<file path="src/rtl/wdg_reset_ctrl.sv">
// Reset controller fed by the independent watchdog and a software reset pulse.
// Produces a stretched core reset, a one-cycle completion pulse, sticky
// reset-cause flags {sw, wdg, por} and a saturating count of reset entries.
module wdg_reset_ctrl #(
    parameter int HOLD_CYCLES = 16,
    parameter int CNT_W       = 8
) (
    input  logic             sys_clk,
    input  logic             sys_rst,
    input  logic             wdg_rst_req,
    input  logic             sw_rst_req,
    input  logic             cause_clr,
    output logic             core_rst,
    output logic             rst_done,
    output logic [2:0]       rst_cause,
    output logic [CNT_W-1:0] rst_count
);

    typedef enum logic [1:0] {
        ST_IDLE,
        ST_ASSERT,
        ST_WAIT_RELEASE
    } state_t;

    localparam logic [15:0]      HOLD_INIT = 16'(HOLD_CYCLES - 1);
    localparam logic [CNT_W-1:0] CNT_MAX   = '1;
    localparam logic [CNT_W-1:0] CNT_ONE   = CNT_W'(1);

    state_t            r_state;
    state_t            w_nextState;
    logic [15:0]       r_holdCnt;
    logic [15:0]       w_nextHoldCnt;
    logic              r_wdgQ;
    logic              r_swQ;
    logic              r_done;
    logic [2:0]        r_cause;
    logic [CNT_W-1:0]  r_count;
    logic              w_wdgEdge;
    logic              w_swEdge;
    logic              w_anyReq;
    logic              w_enterAssert;

    assign w_wdgEdge = wdg_rst_req & ~r_wdgQ;
    assign w_swEdge  = sw_rst_req & ~r_swQ;
    assign w_anyReq  = wdg_rst_req | sw_rst_req;

    // State and hold counter; reset re-enters ASSERT so power-on gets a full stretch
    always_ff @(posedge sys_clk) begin
        if (sys_rst) begin
            r_state   <= ST_ASSERT;
            r_holdCnt <= HOLD_INIT;
        end else begin
            r_state   <= w_nextState;
            r_holdCnt <= w_nextHoldCnt;
        end
    end

    // Next-state logic: edges only trigger from IDLE, ASSERT runs its full hold
    always_comb begin
        w_nextState   = r_state;
        w_nextHoldCnt = r_holdCnt;
        w_enterAssert = 1'b0;
        case (r_state)
            ST_IDLE: begin
                if (w_wdgEdge || w_swEdge) begin
                    w_nextState   = ST_ASSERT;
                    w_nextHoldCnt = HOLD_INIT;
                    w_enterAssert = 1'b1;
                end
            end
            ST_ASSERT: begin
                if (r_holdCnt == 16'd0) begin
                    w_nextState = w_anyReq ? ST_WAIT_RELEASE : ST_IDLE;
                end else begin
                    w_nextHoldCnt = r_holdCnt - 16'd1;
                end
            end
            ST_WAIT_RELEASE: begin
                if (!w_anyReq) begin
                    w_nextState = ST_IDLE;
                end
            end
            default: begin
                w_nextState = ST_IDLE;
            end
        endcase
    end

    // Input history for rising-edge detection of both request sources
    always_ff @(posedge sys_clk) begin
        if (sys_rst) begin
            r_wdgQ <= 1'b0;
            r_swQ  <= 1'b0;
        end else begin
            r_wdgQ <= wdg_rst_req;
            r_swQ  <= sw_rst_req;
        end
    end

    // Completion pulse lands in the first IDLE cycle after a reset sequence
    always_ff @(posedge sys_clk) begin
        if (sys_rst) begin
            r_done <= 1'b0;
        end else begin
            r_done <= (r_state != ST_IDLE) && (w_nextState == ST_IDLE);
        end
    end

    // Sticky cause flags; a coincident set beats the clear for its own bit
    always_ff @(posedge sys_clk) begin
        if (sys_rst) begin
            r_cause <= 3'b001;
        end else if (cause_clr) begin
            r_cause <= {w_swEdge, w_wdgEdge, 1'b0};
        end else begin
            r_cause <= r_cause | {w_swEdge, w_wdgEdge, 1'b0};
        end
    end

    // Saturating count of IDLE->ASSERT entries, untouched by cause_clr
    always_ff @(posedge sys_clk) begin
        if (sys_rst) begin
            r_count <= '0;
        end else if (w_enterAssert && (r_count != CNT_MAX)) begin
            r_count <= r_count + CNT_ONE;
        end
    end

    assign core_rst  = (r_state != ST_IDLE);
    assign rst_done  = r_done;
    assign rst_cause = r_cause;
    assign rst_count = r_count;

endmodule

</file>
<file path="config.mk">
export PLATFORM = sky130hd
export DESIGN_NAME = wdg_reset_ctrl
export DESIGN_NICKNAME = d
export VERILOG_FILES = /design/src/rtl/wdg_reset_ctrl.sv
export SDC_FILE = /design/constraint.sdc
export NUM_CORES = 1
export LEC_CHECK = 0
export ABC_AREA = 1
export CAP_MARGIN = 20
export CORE_MARGIN = 2
export CORE_UTILIZATION = 58
export DETAILED_ROUTE_END_ITERATION = 10
export GPL_ROUTABILITY_DRIVEN = 0
export PLACE_DENSITY = 0.9
export SYNTH_ARGS = -nofsm -noshare
export SYNTH_HDL_FRONTEND = slang
export SYNTH_SLANG_ARGS = --single-unit
</file>
<file path="constraint.sdc">
create_clock -name sys_clk -period 2.1 [get_ports sys_clk]
set_input_delay 0.42 -clock sys_clk [delete_from_list [all_inputs] [get_ports sys_clk]]
set_output_delay 0.42 -clock sys_clk [all_outputs]
set_load 0.05 [all_outputs]
</file>
* Yosys cells after proc, flatten, opt, wreduce, memory -nomap -nowiden
Index checks and enable logic that the tools add are counted.
** Word-level totals
- Register bits after elaboration :: 32
- Input port bits :: 5
- Output and inout bits :: 13
- Logic and storage cells :: 40
** Cells by class
- $add $sub $neg :: 2
- Equality and inequality tests :: 5
- Multiplexer cells :: 11
- Bitwise gates (word level) :: 6
- Reduce and logical (&&, ||, !) cells :: 9
** Operators by type and width (number)
- 16-bit 2-to-1 mux :: 2
- 16-bit case mux with 2 select lines :: 1
- 16-bit zero test :: 1
- 16-bit by 1-bit subtractor with 16-bit output (second input constant) :: 1
- 8-bit by 1-bit adder with 8-bit output (second input constant) :: 1
- 2-bit 2-to-1 mux :: 4
- 8-bit != test (second input constant) :: 1
- 2-bit case mux with 3 select lines :: 1
- 2-bit zero test :: 2
- 2-bit != test (second input constant) :: 2
- 2-bit nonzero test :: 2
- 3-bit 2-to-1 mux :: 1
- 3-bit OR :: 1
- 3-bit AND reduction :: 1
- 1-bit AND :: 2
- 2-bit by 1-bit == test with 1-bit output (second input constant) :: 1
- 2-bit == test (second input constant) :: 1
- 1-bit logical AND :: 2
- 1-bit 2-to-1 mux :: 2
- 1-bit inverter :: 2
- 1-bit logical OR :: 1
- 1-bit OR :: 1

* Depth between registers and ports, before layout
- Word-level depth :: 7
- Mapped depth :: 11
- Mapped depth without buffers :: 10

* Worst setup path after synthesis
No wires, ideal clock.
- Path type :: flip-flop to flip-flop
- Start point :: register r_count[0] (netlist: rst_count[0])
- End point :: register r_count[3] (netlist: rst_count[3])
- Library setup time :: 0.146 ns
- Arrival time :: 1.571 ns
- Data required time :: 1.954 ns
- Path slack :: 0.383 ns
- Cell stages (with the launch flop) :: 9
- Buffers on the path :: 0
- Clock period less this slack :: 1.717 ns
- Path through :: dfxtp_1 > ha_1 > inv_1 > nor2_1 > nand2_1 > nand2_2 > nor2_2 > o21ai_0 > a21oi_1
** On the way
- Word-level cells in the longest chain between the ends :: 2
- Elaborated cells on any way between the ends :: 3
- Those cells by class :: 1 x add/sub; 1 x eq/ne; 1 x reduce/logical
** Ends and longest elaborated chain
- start, declared :: RTL line 37 : logic [CNT_W-1:0] r_count;
- start signal, assigned :: RTL line 125 : r_count <= r_count + CNT_ONE;
- branches (longest 2 deep; another with 8-bit by 1-bit adder with 8-bit output)
Several ways; the timed one is not identified.
A chain may end at the register's enable or synchronous reset.

* Final worst setup path
- Start point :: register r_count[5] (netlist: rst_count[5])
- End point :: output rst_count[5]
** RTL lines
- end, declared :: RTL line 16 : output logic [CNT_W-1:0] rst_count
No word-level cell between the ends.

==> impl_results.md <==
- Largest stage delay, worst path: 0.84 ns
- Delay-heaviest family, CP: buffers and inverters
- Status: complete, no violations
- Total Routing Usage GR: about a quarter
- Grt ovf: 0
- Final WL: around 3700 um
- Slew at the pin with the worst max-slew slack: 0.510 ns
- DIE AREA: 0.00339 sq mm
- PwrDens: around 550 mW/mm^2
- Htree depth: 2
- Postcts setup bufs: 0
- Number of flops mapped to enable cells by yosys: 0
- Pre-CTS setup slack: between 0.15 and 0.2 ns
- Unrepaired setup endpoints after global routing: false
- Post-synthesis sequential area ratio: 37.5%
- DR WL/cell: 11.6 um
- Synth Instances: approximately 270
- Pleak: 0.000908 uW
- Unique masters post-synth: 25
- Min cycle time layout: 2.02 ns
- DP HPWL: approximately 2700 um
- Most frequent cell after synthesis: nand2_1
- Count of final setup violators: 0
- Critical path buffer and inverter count: 1
- Simple logic cell fraction of the synthesized area: 38.0%
- Reg-to-reg slack, setup: 0.40 ns
- Final worst slack: approximately 0.076 ns
- Top cell type's share of synthesized area: 37.5%
- Crit path arrival time: ~1.6 ns
- Nets: 297
- Layout cell share with drive strength beyond 1: 6.21%
- Cts bufs inserted: 5
- Power share of the sequential group: 58.1%
- Max Slew Vio Count: 0
- Critical path cell sequence: clkdlybuf4s50_1
- DR pass1 iterations: 4
- # placed instances: 313
- Fin cells: 321
- Comb power frac: 7.1%
- # diodes: 0
- VDD IR max: 0.581 mV
- First-pass GRT wire length: 6390 um
- Cell Area, Synth: roughly 0.0017 sq mm
- Initial Util: 61.4%
- Pin count of the biggest net entering global routing: 24
- Cell Int Power: 806 uW
- Final Hold Violating Endpoints: 0
- Fmax: 494 MHz
- Share of synthesized cell area in full adder, half adder and majority cells: approximately 2.2%
- Syn. warnings: 0
- Commonest cells in the netlist: 66 x nand2_1, 54 x nor2_1, 38 x inv_1
- Synth Register Bits: 32
- Clock power share: 34.8%
- Setup TNS: 0 ns
- Kind of critical path: reg2out
- Crit Path Max Fanout: 6
- Clk sink count: 32
- DP Area: between 0.0015 and 0.002 sq mm
- ANT nets after route: 0
- Syn Nets: between 200 and 300
- Clock buffer depth: 2
- Multiplexer share of the synthesized area: 0%
- Iteration-0 DRC count of the detailed router: 102
- Clock-pin slew of the registers on the worst-case setup and hold paths: 0.10 ns
- Largest family of logic cells by synthesized area: simple AND/OR/NAND/NOR gates
- Top FF cell, synth: dfxtp_1
- Clk_skew: 0.0111 ns
- Worst rel slew slack: 65.9%
- P_sw: 269 uW
- Max Cap Violations: 0
- FP Rows: 19
- Asr flop ratio synth: 0%
- Crit end category: output pin
- Post-route DRC: 0
- Die Width: 58.2 um
- Sw Ratio: between 20% and 30%
- Synth Area in Compound Gates: 8.50%
- Slowest CP cell: clkdlybuf4s50_1
- Clock Latency Late Sink: 0.34 ns
- Root buffer cell: clkbuf_4
- Hold Crit Class: reg2reg
- CTS tree: built
- Die Y: about 58 um
- Vias in the first global route: 1504
- Synth Area in XOR/XNOR: roughly 3.6%
- Power Total: 1080 uW
- Area leader, netlist: dfxtp_1
- Syn avg cell area: ~6.4 sq um
- Layout fillers: 237
- Avg Vias per Cell: slightly above 5
- Core Footprint: 0.00278 sq mm
- Final worst path period share: 96.4%
- Initial antenna violation count: 0
- Final Cell Area: 0.00197 sq mm
- CP startpoint kind: flip-flop
- Top cells by area, synth: dfxtp_1 38%, nand2_1 15%, nor2_1 12%
- Via count: 1669
- Crit path required time: between 1.5 and 2 ns
- Port-buffer cells: 17
- # IOs: 18
- Area Overhead vs Synth: 15.2%
==> final cells by class <==
type,count,area [sq um],share of cell area [%]
Multi-Input combinational cell,192,892,45.4
Sequential cell,32,641,32.6
Timing Repair Buffer,20,191,9.73
Inverter,38,143,7.25
Clock buffer,6,51.3,2.61
Tap cell,31,38.8,1.97
Clock inverter,2,10.0,0.509
==> power by group through the flow <==
stage	clock network, uW	logic, uW	registers [uW]
after floorplan	0	35.4	651
after global placement	0	73.6	639
after detailed placement	0	75.1	639
after CTS	379	76.2	625
after global routing	410	82.7	627
final	374	76.1	625
==> flip-flops by register name, indices dropped and copies added, names as in the netlist <==
signal and cells:
r_state 2, rst_cause 3, r_holdCnt 16, r_swQ 1, rst_done 1, rst_count 8
r_wdgQ 1
==> per-stage QoR <==
stage	utilization (%)	hold WS, ns
2_1_floorplan	-	0.465
3_3_place_gp	68.6	0.438
3_5_place_dp	68.6	0.463
4_1_cts	70.7	0.483
5_1_grt	70.7	0.496
6_report	70.7	0.477
==> layer usage <==
layer  track usage, %  share of wire (%)  vias up
met3             8.04                4.1        7
met4             11.3                1.6        0
li1                 -                  -      871
met1             31.5                 47      754
met5                0                  0        -
met2             38.3                 47       37
==> logic make-up (layout without fill, tap and decap cells) <==
kind of cell | count (synthesis) | in the layout
XOR/XNOR | 7 | 7
AND/OR/NAND/NOR | 156 | 156
adder cells (fa/ha/maj) | 3 | 3
flip-flops | 32 | 32
AO/OA/AOI/OAI | 26 | 26
buffers and inverters | 43 | 66
==> what timing repair did <==
item                                    CTS  global route
resized for setup                         1             0
endpoints found under the setup margin    1             0
hold endpoints to repair                  0             0
hold buffers                              0             0
==> path summary, 6_finish.rpt <==
kind / from / cells after the start / to
setup / recovery: rst_count[5] / 1 / rst_count[5]
hold / removal: rst_cause[0] / 2 / rst_cause[0]
setup reg to reg: r_holdCnt[0] / 9 / r_holdCnt[15]
hold reg to reg: rst_cause[0] / 2 / rst_cause[0]
==> tightest hold or removal path, stage by stage, from the launching register on <==
cell	delay [ns]
dfxtp_1	0.33
nand2_1	0.07
nand2_1	0.04
==> layout by cell type (no fill, tap or decap), drive strengths merged <==
cell type / n
a21boi: 1
o21ai: 6
nand3: 21
nor3b: 1
nand4: 2
dlygate4sd2: 1
nor2: 55
or2: 1
o211ai: 2
a21oi: 17
clkinv: 2
clkdlybuf4s50: 16
and2: 1
inv: 38
xor2: 7
ha: 3
buf: 3
nand2: 69
clkbuf: 6
nor3: 6
dfxtp: 32
Note: power is estimated with default switching activity, not from simulation.
